`config.mk`:
```
export PLATFORM = sky130hd
export DESIGN_NAME = key_cmd_queue
export DESIGN_NICKNAME = d
export VERILOG_FILES = /design/src/rtl/key_cmd_queue.sv
export SDC_FILE = /design/constraint.sdc
export NUM_CORES = 1
export LEC_CHECK = 0
export BUFFER_PORTS_ARGS = -buffer_cell sky130_fd_sc_hd__buf_2
export CORE_MARGIN = 5
export CORE_UTILIZATION = 30
export CTS_BUF_LIST = sky130_fd_sc_hd__clkbuf_4
export DETAILED_ROUTE_END_ITERATION = 10
export GPL_ROUTABILITY_DRIVEN = 0
export PLACE_DENSITY_LB_ADDON = 0.08
export SYNTH_ARGS = -nofsm -noshare
export SYNTH_HDL_FRONTEND = slang
export SYNTH_SLANG_ARGS = --single-unit
export TNS_END_PERCENT = 5
```
`constraint.sdc`:
```
create_clock -name clk -period 2.2 [get_ports clk]
set_input_delay 0 -clock clk [delete_from_list [all_inputs] [get_ports clk]]
set_output_delay 0 -clock clk [all_outputs]
set_load 0.01 [all_outputs]
```
`src/rtl/key_cmd_queue.sv`:
```
// Key-press command queue: edge-detects four direction keys and queues the winning press as a 2-bit code in a small FIFO.
// Optional feature: define KEY_CMD_DROP_DUP_EN to discard a press that repeats the newest entry still queued.
module key_cmd_queue #(
    parameter int DEPTH = 4
) (
    input  logic                     clk,
    input  logic                     rst,
    input  logic                     key_up,
    input  logic                     key_down,
    input  logic                     key_left,
    input  logic                     key_right,
    input  logic                     pop,
    input  logic                     ovf_clr,
    output logic                     cmd_valid,
    output logic [1:0]               cmd_code,
    output logic [$clog2(DEPTH):0]   cmd_count,
    output logic                     overflow
);

    localparam int AW = $clog2(DEPTH);
    localparam logic [AW:0] FULL_COUNT = (AW + 1)'(DEPTH);

    logic [3:0]    w_keys;
    logic [3:0]    w_rise;
    logic          w_evt;
    logic [1:0]    w_evtCode;
    logic          w_dup;
    logic          w_push;
    logic          w_pop;
    logic          w_full;
    logic          w_empty;
    logic          w_write;
    logic          w_ovfSet;
    logic [AW-1:0] w_lastPtr;

    logic [3:0]    r_keyPrev;
    logic [AW-1:0] r_wrPtr;
    logic [AW-1:0] r_rdPtr;
    logic [AW:0]   r_count;
    logic          r_overflow;
    logic [1:0]    r_mem [DEPTH];

    assign w_keys    = {key_right, key_left, key_down, key_up};
    assign w_rise    = w_keys & ~r_keyPrev;
    assign w_full    = (r_count == FULL_COUNT);
    assign w_empty   = (r_count == '0);
    assign w_lastPtr = r_wrPtr - AW'(1);

    // Fixed priority up > down > left > right; losing presses are simply dropped.
    always_comb begin
        w_evt     = 1'b0;
        w_evtCode = 2'b00;
        if (w_rise[0]) begin
            w_evt     = 1'b1;
            w_evtCode = 2'b00;
        end else if (w_rise[1]) begin
            w_evt     = 1'b1;
            w_evtCode = 2'b01;
        end else if (w_rise[2]) begin
            w_evt     = 1'b1;
            w_evtCode = 2'b10;
        end else if (w_rise[3]) begin
            w_evt     = 1'b1;
            w_evtCode = 2'b11;
        end
    end

`ifdef KEY_CMD_DROP_DUP_EN
    assign w_dup = !w_empty && (r_mem[w_lastPtr] == w_evtCode);
`else
    assign w_dup = 1'b0;
`endif

    // A pop frees the head slot, so a push into a full queue still lands when paired with a pop.
    assign w_push   = w_evt & ~w_dup;
    assign w_pop    = pop & ~w_empty;
    assign w_write  = w_push & (~w_full | w_pop);
    assign w_ovfSet = w_push & w_full & ~w_pop;

    always_ff @(posedge clk) begin
        if (rst) begin
            r_keyPrev  <= '0;
            r_wrPtr    <= '0;
            r_rdPtr    <= '0;
            r_count    <= '0;
            r_overflow <= 1'b0;
        end else begin
            r_keyPrev <= w_keys;
            if (w_write) begin
                r_wrPtr <= r_wrPtr + AW'(1);
            end
            if (w_pop) begin
                r_rdPtr <= r_rdPtr + AW'(1);
            end
            case ({w_write, w_pop})
                2'b10:   r_count <= r_count + (AW + 1)'(1);
                2'b01:   r_count <= r_count - (AW + 1)'(1);
                default: r_count <= r_count;
            endcase
            if (w_ovfSet) begin
                r_overflow <= 1'b1;
            end else if (ovf_clr) begin
                r_overflow <= 1'b0;
            end
        end
    end

    // Storage needs no reset: entries are only visible through the reset-cleared count and pointers.
    always_ff @(posedge clk) begin
        if (!rst && w_write) begin
            r_mem[r_wrPtr] <= w_evtCode;
        end
    end

    assign cmd_valid = ~w_empty;
    assign cmd_code  = cmd_valid ? r_mem[r_rdPtr] : 2'b00;
    assign cmd_count = r_count;
    assign overflow  = r_overflow;

endmodule

```
; ---- After elaboration in Yosys (flattened, before gate mapping)
; Memory sizes are Yosys's and may differ from the RTL's. A register that Yosys moved wholly into a read port is not among the register bits.
; Cells that the tools add are included.
[word_totals]
ff_bits = 12
ram_bits = 8
inputBits = 8
output_inout_bits = 7
elab_cells = 44
mem_count = 1
[classes]
addsub = 4
eq_ne = 3
n_mux = 16
n_bitwise = 10
reduce_logical = 5
[memory_table]
columns = name, words, word_bits, read_ports, rd_ports_with_merged_regs, write_ports, line
row1 = r_mem, 4, 2, 1, 1, 1, 41  ; logic [1:0] r_mem [DEPTH];
[ops]
columns = operator, n
row1 = 2-bit two-way mux, 7
row2 = 1-bit two-way mux, 8
row3 = 3-bit case mux with 2 select lines, 1
row4 = "2-bit by 1-bit adder with 2-bit output, second input constant", 2
row5 = 1-bit AND, 4
row6 = 4-bit AND, 1
row7 = 4-bit inverter, 1
row8 = 2-bit nonzero test, 2
row9 = "3-bit by 1-bit adder with 3-bit output, second input constant", 1
row10 = "3-bit equality test, second input constant", 1
row11 = 3-bit logical NOT, 1
row12 = 1-bit inverter, 3
row13 = "3-bit by 1-bit subtractor with 3-bit output, second input constant", 1
row14 = "2-bit by 1-bit equality test with 1-bit output, second input constant", 1
row15 = "2-bit equality test, second input constant", 1
row16 = 1-bit logical AND, 1
row17 = 1-bit logical NOT, 1
row18 = 1-bit bitwise OR, 1

; ---- Longest topological paths before layout
[depth]
word_depth = 10
ltp_mapped = 8
ltp_nobuf = 7

; ---- Worst setup path after synthesis
; No wires, ideal clock.
[synth_timing]
path_kind = flip-flop to flip-flop
start = register r_count[0] (netlist: cmd_count[0])
end = register r_count[2] (netlist: cmd_count[2])
setup_ps = 64
t_arrival_ps = 2345
required_time_ps = 2136
path_slack_ps = -209
stages_incl_launch_ff = 9
n_path_buf = 1
period_less_slack_ps = 2409
path_cell_list = dfxtp_1 > or3_1 > buf_2 > nand2_1 > nor2_1 > fa_1 > or4b_1 > or3_1 > nand4_1
[synth_between]
elab_chain_cells = 7
word_cells_on_any_way = 13
cone_classes = add/sub: 2 / eq/ne: 3 / mux: 1 / bitwise: 5 / reduce/logical: 2
[synth_rtl]
columns = element, line
row1 = start: declaration, 39  ; logic [AW:0] r_count;
row2 = start signal: assignment, 96  ; 2'b10: r_count <= r_count + (AW + 1)'(1);
row3 = start signal: assignment, 97  ; 2'b01: r_count <= r_count - (AW + 1)'(1);
row4 = start signal: assignment, 98  ; default: r_count <= r_count;
row5 = 3-bit logical NOT (*), 46  ; assign w_empty = (r_count == '0);
row6 = 1-bit inverter (*), --
row7 = named net cmd_valid, 14  ; output logic cmd_valid,
row8 = 1-bit AND (*), 76  ; assign w_pop = pop & ~w_empty;
row9 = 1-bit bitwise OR, 77  ; assign w_write = w_push & (~w_full | w_pop);
row10 = 1-bit AND, 77
row11 = 2-bit by 1-bit equality test with 1-bit output or 2-bit equality test (tied branches), 95  ; case ({w_write, w_pop})
row12 = 3-bit case mux with 2 select lines or 2-bit nonzero test (tied branches), --
; The timed path passes the listed nets; every way through them passes the cells marked *.
; A chain may end at the register's enable or synchronous reset.

; ---- Final worst setup path
[layout_timing]
start = register r_count[1] (netlist: cmd_count[1])
end = register r_count[2] (netlist: cmd_count[2])
[layout_between]
elab_chain_cells = 7
word_cells_on_any_way = 13
cone_classes = add/sub: 2 / eq/ne: 3 / mux: 1 / bitwise: 5 / reduce/logical: 2
[layout_rtl]
columns = element, line
row1 = 3-bit logical NOT, 46
row2 = 1-bit inverter, 76
row3 = 1-bit AND, 76
row4 = 1-bit bitwise OR, 77
row5 = 1-bit AND, 77
row6 = 2-bit by 1-bit equality test with 1-bit output or 2-bit equality test (tied branches), 95
row7 = 3-bit case mux with 2 select lines or 2-bit nonzero test (tied branches), --
; Several ways; a longest one is shown, not always the timed one.

==> metrics <==
ANT cells 0; setup total negative slack 0 ns; CP Class flip-flop to flip-flop; max-cap violation count 0; synth top area cells dfxtp_1 27%, edfxtp_1 24%, ha_1 4.9%; Syn Std Cell Area just over 1000 µm²; Startpoint Class flip-flop; Synth Net Count about 100; Filler cells about 350; clock root cell clkbuf_4; Yosys top cell area share between 20 and 30%; #FFs+latches synth 22; maximum fanout along the worst path 2; clock slew at reported path FFs ~0.13 ns; Crit-path slowest cell or4b_1; hold slack roughly 0.032 ns; Die Area approximately 4700 µm²; Die Y 68.3 µm; gr usage total about a tenth; buffer and inverter count on the worst path 0; row cnt 21; final worst path period need between 2 and 2.5 ns; largest area contributor in the netlist dfxtp_1; worst hold stages 2; post-synthesis async set-or-reset flop share 0%; Worst Setup End Kind flip-flop; Die Span X ~70 µm; Slew @ Worst Pin slightly below 0.6 ns; PwrDens between 900 and 1000 nW/µm²; Routed WL about 1900 µm; part of the cycle the worst path needs a little over nine tenths; EDFF count, synth 8; Core Box Area 3310 µm²; Clock Latency Late Sink 0.31 ns; final hold vios 0; routed len/inst 11.5 µm; CTS Sinks 22; nets roughly 130; Yosys Warn Count 0; vias in the first global route roughly 750; P_leak approximately 0.56 nW; initial antenna violation count 0; Levels on crit path 7; critical path cell sequence or3_4 > nand2_4 > nor2_2 > fa_2 > or4b_1 > or3_1 > nand4_1; hold crit path type input port to flip-flop; cell area after layout ~1300 µm²; Synth Area per Inst 11.2 µm²; CP delay by family, top simple AND/OR/NAND/NOR gates; total CTS buffers 3; number of remaining DRC errors 0; Area Overhead vs Synth 28.9%; WP data arrival 2.43 ns; post-synthesis sequential area ratio between 50% and 60%; run status complete, no violations; layout cell share with drive strength beyond 1 between 20% and 30%; Detailed Routing Iterations Pass 1 4; first-pass GRT wire length about 3300 µm; total power 0.00131 W; max incr delay on CP about 0.48 ns; count leader, synth dfxtp_1; Final Slew Violations 0; R2R cell count 7; setup bufs post-CTS 0; num ports 15; initial core utilization a little under a third; Peak VDD IR ~0.47 mV; clk buf depth 2; initial drt markers 23; relative slew slack approximately three fifths; Most used DFF post-synth dfxtp_1; Critical Path RT 2.46 ns; H-tree level count 1; Via density 4.55; Setup-failing EPs final 0; Placed Instance Area ~1200 µm²; Distinct cells, synth 29; global route overflow 0; Vias between 700 and 800; commonest cells in the netlist 14 x dfxtp_1, 10 x nor2_1, 8 x edfxtp_1; fmax between 400 and 500 MHz; Mapped Cells roughly 90; RSZ-0062 raised after global routing yes; DP Wirelength 1470 µm; CTS tree built; # port buffers 14; Routed Antenna Nets 0; Worst Skew between 0.004 and 0.005 ns; largest net degree at the start of global routing 17
worst paths after layout:
| kind | from | endpoint | slack (ns) |
|---|---|---|---|
| max | cmd_count[1] | cmd_count[2] | 0.03 |
| min | rst | overflow | 0.03 |
| max reg2reg | cmd_count[1] | cmd_count[2] | 0.03 |
| min reg2reg | r_rdPtr[1] | r_rdPtr[1] | 0.55 |
power by group:
part | switching [W] | total [W] | internal (W) | leakage [nW]
clock | 0.000127 | 0.000311 | 0.000184 | 0.0279
combinational | 0.000218 | 0.000464 | 0.000246 | 0.339
sequential | 0.0000382 | 0.000534 | 0.000496 | 0.191
total | 0.000383 | 0.00131 | 0.000926 | 0.558
timing repair:
action | in CTS | in global routing
hold buffers | 5 | 0
setup endpoints to repair | 1 | 1
pin swaps | 0 | 1
gates resized for setup | 1 | 0
hold endpoints to repair | 5 | 0
stage by stage:
step                std cells  util (%)  setup slack, ns
floorplan                  91         -          -0.0861
global placement          155      36.5           0.0127
detailed placement        155      36.5          0.00332
CTS                       164      39.8           0.0240
global route              164      39.8          -0.0665
finish                    164      39.8           0.0290
layout by cell type, fill, tap and decap left out, types with 2 or more instances in the layout:
cell type / synthesis / final
nand2_1: 4 / 3
ha_1: 4 / 4
nor2_1: 10 / 9
and3_1: 4 / 4
clkbuf_4: 0 / 3
dfxtp_1: 14 / 12
nand2b_1: 6 / 6
buf_4: 0 / 7
edfxtp_1: 8 / 8
dfxtp_4: 0 / 2
xor2_1: 2 / 2
dlygate4sd3_1: 0 / 5
mux4_2: 2 / 2
and2_1: 2 / 2
inv_1: 3 / 3
mux2_4: 2 / 2
nor2b_1: 6 / 6
a21oi_1: 2 / 2
nand4_1: 4 / 4
or3_1: 3 / 2
mux2i_1: 2 / 2
buf_2: 1 / 14
routing by layer:
layer / track usage [%] / share of wire, %
met5: 0 / 0
met4: 2.23 / 0.79
met3: 3.94 / 5.4
met2: 16.1 / 45
met1: 11.4 / 49
flip-flops by register name, indices dropped and copies added, names as in the netlist, named ones only:
name,cells
r_mem,8
cmd_count,3
r_wrPtr,2
r_keyPrev,4
overflow,1
r_rdPtr,2
layout make-up:
class / count / area [µm²] / area share (%)
inverter: 3 / 11.3 / 0.856
sequential: 22 / 528 / 40.1
timing repair buffer: 26 / 173 / 13.1
clock buffer: 3 / 22.5 / 1.71
tap: 46 / 57.6 / 4.37
clock inverter: 1 / 30.0 / 2.28
multi-input combinational: 63 / 494 / 37.5
cells by family after synthesis:
family,share of synthesized area [%]
adders and majority gates,6.86
and+or+nand+nor,22.8
xor gates and xnor gates,2.57
AOI/OAI and AO/OA,5.15
muxes,9.31
DFF,51.0
buffers and inverters,2.33
Note: power is estimated with default switching activity, not from simulation.
